`config.mk`:
```
export PLATFORM = sky130hd
export DESIGN_NAME = anubis_key_schedule
export DESIGN_NICKNAME = d
export VERILOG_FILES = /design/src/rtl/anubis_key_schedule.sv
export SDC_FILE = /design/constraint.sdc
export NUM_CORES = 2
export LEC_CHECK = 0
export ABC_AREA = 1
export CORE_UTILIZATION = 35
export DETAILED_ROUTE_END_ITERATION = 8
export SYNTH_ARGS = -nofsm -noshare
export SYNTH_HDL_FRONTEND = slang
export SYNTH_SLANG_ARGS = --single-unit
```
`constraint.sdc`:
```
create_clock -name clk -period 26.6 [get_ports clk]
set_clock_uncertainty 0.2 [all_clocks]
set_input_delay 5.32 -clock clk [delete_from_list [all_inputs] [get_ports clk]]
set_output_delay 5.32 -clock clk [all_outputs]
set_load 0.005 [all_outputs]
```
`src/rtl/anubis_key_schedule.sv`:
```
// ANUBIS-128 key schedule: evolves the 4x4 key state once per round and presents
// round keys K0..K12 one at a time over a valid/ready handshake.
module anubis_key_schedule (
  input  logic         clk,
  input  logic         rst,
  input  logic         clk_en,
  input  logic         start,
  input  logic [127:0] cipher_key,
  output logic         busy,
  output logic         rk_valid,
  input  logic         rk_ready,
  output logic [127:0] round_key,
  output logic [3:0]   rk_index,
  output logic         done
);

  // Byte x lives at bits [2047-8x -: 8].
  localparam logic [2047:0] SboxTab = {
    128'ha7d3e671_d0ac4d79_3ac991fc_1e4754bd, 128'h8ca57afb_63b8ddd4_e5b3c5be_a9880ca2,
    128'h39df29da_2ba8cb4c_4b22aa24_4170a6f9, 128'h5ae2b036_7de433ff_6020088b_5eab7f78,
    128'h7c2c57d2_dc6d7e0d_5394c328_27065fad, 128'h675c5548_0e52ea42_5b5d3058_51593c4e,
    128'h388a7214_e7c6de50_8e92d177_93459ace, 128'h2d0362b6_b9bf966b_3f0712ae_4034463e,
    128'hdbcfeccc_c1a1c0d6_1df4613b_10d868a0, 128'hb10a696c_49fa76c4_9e9b6e99_c2b798bc,
    128'h8f851fb4_f8112e00_251c2a3d_054f7bb2, 128'h3290af19_a3f7739d_1574eeca_9f0f1b75,
    128'h86849c4a_971a65f6_ed09bb26_83eb6f81, 128'h046a4301_17e187f5_8de32380_44166621,
    128'hfed531d9_35180264_f2f156cd_82c8baf0, 128'hefe9e8fd_89d7c7b5_a42f9513_0bf3e037
  };

  typedef enum logic [1:0] {StIdle, StGen, StHold, StFinish} state_e;

  function automatic logic [7:0] sbox(input logic [7:0] x);
    return SboxTab[{~x, 3'b111} -: 8];
  endfunction

  function automatic logic [7:0] xtime(input logic [7:0] a);
    return {a[6:0], 1'b0} ^ (a[7] ? 8'h1d : 8'h00);
  endfunction

  function automatic logic [7:0] gf_mul(input logic [7:0] a, input logic [7:0] b);
    logic [7:0] acc;
    logic [7:0] sh;
    acc = '0;
    sh  = a;
    for (int n = 0; n < 8; n++) begin
      if (b[n]) acc = acc ^ sh;
      sh = xtime(sh);
    end
    return acc;
  endfunction

  function automatic logic [7:0] gf_pow2(input int e);
    logic [7:0] p;
    p = 8'h01;
    for (int n = 0; n < 9; n++) begin
      if (n < e) p = xtime(p);
    end
    return p;
  endfunction

  function automatic logic [7:0] had(input int d);
    case (d & 3)
      0:       return 8'h01;
      1:       return 8'h02;
      2:       return 8'h04;
      default: return 8'h06;
    endcase
  endfunction

  function automatic logic [7:0] byte_at(input logic [127:0] v, input int n);
    return v[127-8*n -: 8];
  endfunction

  // Row-0 constant for c(idx+1), i.e. S-box bytes 4*idx .. 4*idx+3.
  function automatic logic [31:0] rc(input logic [3:0] idx);
    case (idx)
      4'd0:    return 32'ha7d3e671;
      4'd1:    return 32'hd0ac4d79;
      4'd2:    return 32'h3ac991fc;
      4'd3:    return 32'h1e4754bd;
      4'd4:    return 32'h8ca57afb;
      4'd5:    return 32'h63b8ddd4;
      4'd6:    return 32'he5b3c5be;
      4'd7:    return 32'ha9880ca2;
      4'd8:    return 32'h39df29da;
      4'd9:    return 32'h2ba8cb4c;
      4'd10:   return 32'h4b22aa24;
      4'd11:   return 32'h4170a6f9;
      default: return 32'h0;
    endcase
  endfunction

  function automatic logic [127:0] gamma(input logic [127:0] a);
    logic [127:0] b;
    b = '0;
    for (int n = 0; n < 16; n++) b[127-8*n -: 8] = sbox(byte_at(a, n));
    return b;
  endfunction

  function automatic logic [127:0] pi_perm(input logic [127:0] a);
    logic [127:0] b;
    b = '0;
    for (int i = 0; i < 4; i++) begin
      for (int j = 0; j < 4; j++) b[127-8*(4*i+j) -: 8] = byte_at(a, 4*((i-j+4)%4)+j);
    end
    return b;
  endfunction

  function automatic logic [127:0] theta(input logic [127:0] a);
    logic [127:0] b;
    logic [7:0]   acc;
    b = '0;
    for (int i = 0; i < 4; i++) begin
      for (int j = 0; j < 4; j++) begin
        acc = '0;
        for (int k = 0; k < 4; k++) acc = acc ^ gf_mul(byte_at(a, 4*i+k), had(k ^ j));
        b[127-8*(4*i+j) -: 8] = acc;
      end
    end
    return b;
  endfunction

  // Multiply by the transposed Vandermonde matrix V[k][i] = 2^(k*i).
  function automatic logic [127:0] omega(input logic [127:0] a);
    logic [127:0] b;
    logic [7:0]   acc;
    b = '0;
    for (int i = 0; i < 4; i++) begin
      for (int j = 0; j < 4; j++) begin
        acc = '0;
        for (int k = 0; k < 4; k++) acc = acc ^ gf_mul(gf_pow2(k*i), byte_at(a, 4*k+j));
        b[127-8*(4*i+j) -: 8] = acc;
      end
    end
    return b;
  endfunction

  state_e       state_q, state_d;
  logic [127:0] kappa_q, kappa_d;
  logic [127:0] rk_q, rk_d;
  logic [3:0]   r_q, r_d;
  logic [3:0]   idx_q, idx_d;
  logic         busy_q, busy_d;
  logic         valid_q, valid_d;
  logic         done_q, done_d;
  logic [127:0] gamma_out;
  logic [127:0] rk_next;
  logic [127:0] kappa_next;

  // A single gamma feeds both the extracted key and the evolved state.
  assign gamma_out  = gamma(kappa_q);
  assign rk_next    = omega(gamma_out);
  assign kappa_next = theta(pi_perm(gamma_out)) ^ {rc(r_q), 96'h0};

  always_comb begin
    state_d = state_q;
    kappa_d = kappa_q;
    rk_d    = rk_q;
    r_d     = r_q;
    idx_d   = idx_q;
    busy_d  = busy_q;
    valid_d = valid_q;
    done_d  = 1'b0;
    case (state_q)
      StIdle: begin
        // The done cycle is still in IDLE; a start seen alongside it is dropped.
        if (start && !done_q) begin
          kappa_d = cipher_key;
          r_d     = 4'd0;
          busy_d  = 1'b1;
          state_d = StGen;
        end
      end
      StGen: begin
        rk_d    = rk_next;
        idx_d   = r_q;
        valid_d = 1'b1;
        if (r_q != 4'd12) kappa_d = kappa_next;
        state_d = StHold;
      end
      StHold: begin
        if (rk_ready) begin
          valid_d = 1'b0;
          if (idx_q < 4'd12) begin
            r_d     = r_q + 4'd1;
            state_d = StGen;
          end else begin
            state_d = StFinish;
          end
        end
      end
      StFinish: begin
        done_d  = 1'b1;
        busy_d  = 1'b0;
        state_d = StIdle;
      end
      default: state_d = StIdle;
    endcase
  end

  always_ff @(posedge clk or posedge rst) begin
    if (rst) begin
      state_q <= StIdle;
      kappa_q <= '0;
      rk_q    <= '0;
      r_q     <= '0;
      idx_q   <= '0;
      busy_q  <= 1'b0;
      valid_q <= 1'b0;
      done_q  <= 1'b0;
    end else if (clk_en) begin
      state_q <= state_d;
      kappa_q <= kappa_d;
      rk_q    <= rk_d;
      r_q     <= r_d;
      idx_q   <= idx_d;
      busy_q  <= busy_d;
      valid_q <= valid_d;
      done_q  <= done_d;
    end
  end

  assign busy      = busy_q;
  assign rk_valid  = valid_q;
  assign round_key = rk_q;
  assign rk_index  = idx_q;
  assign done      = done_q;

endmodule

```
==> impl_metrics.py <==
metrics = {
    "sta": {
        "rsz0062_at_grt": "no",
        "tns_ps": 0,
        "period_share_pct": 30.6,
        "fmax_ghz": 0.123,
        "report.final.slew_viol_count": 0,
        "layout_min_cycle_time_ps": 8140,
        "final-setup-viol-count": 0,
        "whs_ps": 285,
        "finalHoldViolations": 0,
        "worstMarginPinSlew_ps": 1180,
        "setup_ws_ps": 18460,
        "relSlewSlack_pct": 21.3,
    },
    "drt": {
        "drtIter0Drc": 21600,
        "ant_nets": 0,
        "drt-wirelength-per-cell_um": 28.1,
        "dr.pass1.iters": 9,
        "route.detailed.drc": 2,
        "via_count": 107000,
        "route.detailed.vias_per_inst": 6.34,
        "routed_wirelength_um": 472000,
    },
    "grt": {
        "grt_usage_pct": 42.3,
        "overflow": 0,
        "antenna_found_initial": 19,
        "grt_pass1_vias": 94500,
        "grt_max_degree": 118,
        "grt_pass1_wl_um": 673000,
    },
    "worst_setup_path": {
        "startpoint_type": "input pin",
        "critical-path-slowest-cell": "buf_4",
        "end_kind": "flop",
        "worstSetupPathType": "input pin to flop",
        "worstPathCellList": "clkdlybuf4s50_1, inv_1, a31oi_1, inv_1, nor3_2, buf_4, inv_8, buf_4, nor2_1, nand2_1, nand2_1",
        "max_stage_delay_ps": 850,
        "cp.required_ps": 26950,
        "crit_fanout": 117,
        "worstPathBufferInverterCount": 6,
        "path_delay_family": "buffers and inverters",
        "worstPathArrival_ps": 8500,
    },
    "layout": {
        "nets": 14400,
        "drive_gt1_share_pct": 4.11,
        "num-fill-cells": 24200,
        "layout_commonest_cell": "nand2_1",
        "multi_input_comb_area_sq_mm": 0.0593,
        "synthToLayoutAreaGrowth_pct": 7.13,
        "layout_common_cells": "nand2_1, nand3_1, nor2_1",
        "regArea_sq_mm": 0.00675,
    },
    "cts": {
        "cts_max_path_buffers": 3,
        "cts-root-buf": "clkbuf_16",
        "cts_sinks": 269,
        "cts_resized": 0,
        "clock_latency_ps": 690,
        "tritoncts": "yes",
        "h-tree-depth": 2,
        "cts_buffers": 44,
        "cts_setup_buffers": 0,
        "clkTransAtPathRegs_ps": 60,
        "cts_hold_buffers": 0,
    },
    "logic_synthesis": {
        "synth_area_per_cell_sq_um": 5.17,
        "synthCells": 14300,
        "synthDistinctLibCells": 58,
        "yosysWarnings": 0,
        "synth_nets": 14700,
        "synth_flop_cell": "dfrtp_1",
        "async_reset_ff_share_pct": 100,
        "synth_edf_count": 0,
        "synth_area_sq_mm": 0.0738,
        "ys_seq_area_share_pct": 9.13,
        "ys_seq_elements": 269,
    },
    "placement": {
        "port-buffer-count": 267,
        "gp_congestion": 1.11,
        "hpwl_um": 353000,
        "dpl_worst_slack_ps": 17890,
    },
    "die": {
        "fp.dieW_um": 461,
        "chipHeight_um": 461,
        "pin_count": 268,
        "core-area_sq_mm": 0.210,
        "dieArea_sq_mm": 0.213,
        "initial_core_util_pct": 35.2,
        "rows": 168,
    },
    "outcome": {
        "status": "finished, violations left",
        "violations": "DRC",
    },
    "hold_path": {
        "hold_class": "flop to flop",
    },
    "job": {
        "cap_violations": 0,
    },
}
layer usage:
metal / GRT usage, % / vias up / share of wire (%)
met1: 54.4 / 48400 / 37
met5: 0.321 / - / 0.080
met2: 60.4 / 9384 / 40
li1: - / 46700 / -
met4: 27.9 / 28 / 8.6
met3: 12.5 / 2063 / 15
final timing paths:
kind,startpoint,end,slack (ps),cells after the start
hold / removal,round_key[86]$_DFFE_PP0P_,round_key[86]$_DFFE_PP0P_,280,2
max in group asynchronous,rst,state_q[0]$_DFFE_PP0P_,18990,4
setup / recovery,clk_en,kappa_q[67]$_DFFE_PP0P_,18460,11
hold reg to reg,round_key[86]$_DFFE_PP0P_,round_key[86]$_DFFE_PP0P_,280,2
setup reg to reg,kappa_q[89]$_DFFE_PP0P_,kappa_q[67]$_DFFE_PP0P_,20440,21
min in group asynchronous,rst,kappa_q[106]$_DFFE_PP0P_,4870,2
sequential cells by signal (all words and copies together) (netlist names):
signal,flops
busy,1
done,1
kappa_q,128
r_q,4
rk_index,4
rk_valid,1
round_key,128
state_q,2
cell usage after synthesis (74+ instances only):
master | number | area share (%)
nand4_1 | 151 | 1.3
a21oi_1 | 510 | 3.5
buf_1 | 75 | 0.38
xor2_1 | 346 | 4.1
xnor2_1 | 131 | 1.6
ha_1 | 261 | 4.4
a31oi_1 | 95 | 0.81
o2111ai_1 | 74 | 0.88
clkbuf_1 | 270 | 1.4
inv_1 | 908 | 4.6
buf_2 | 307 | 2.1
nand3_1 | 2322 | 16
nand2_1 | 5356 | 27
buf_4 | 111 | 1.1
o211ai_1 | 298 | 3.0
o22ai_1 | 108 | 0.92
nand2_2 | 109 | 0.92
o21ai_0 | 969 | 6.6
nor2_1 | 1057 | 5.4
dfrtp_1 | 269 | 9.1
kinds of logic (layout without fill, tap and decap cells):
group	Yosys count	after routing	share of synthesized area, %
flip-flops	269	269	9.13
XOR/XNOR	493	493	6.03
adder cells (fa/ha/maj)	261	261	4.43
buffers and inverters	1786	1524	10.5
other	0	7	0
AO/OA/AOI/OAI	2227	2227	17.3
AND/OR/NAND/NOR	9227	9227	52.7
worst min-delay path, delay by kind of cell (launching register included):
family	cells	cell delay, ps
AOI/OAI and AO/OA	1	60
DFF	1	340
and+or+nand+nor	1	50
through the flow:
step / instance area (sq um) / std cells / utilization [%]
after global routing: 79000 / 16800 / 37.7
after floorplan: 73800 / 14300 / -
final: 79000 / 16800 / 37.7
after CTS: 79000 / 16800 / 37.7
after global placement: 77400 / 16700 / 36.9
after detailed placement: 77400 / 16700 / 36.9
layout make-up:
| cell class | count | area share [%] |
|---|---|---|
| multi-input cells | 12200 | 75.1 |
| inverters | 993 | 4.75 |
| repair buffers | 450 | 5.12 |
| flip-flops and latches | 269 | 8.54 |
| clock buffers | 60 | 1.64 |
| clock inverters | 21 | 0.401 |
| well taps | 2805 | 4.44 |
| diodes | 7 | 0.0222 |
Power is not shown: default switching activity piles up to over one toggle a cycle in this logic, so the estimate is an artifact.
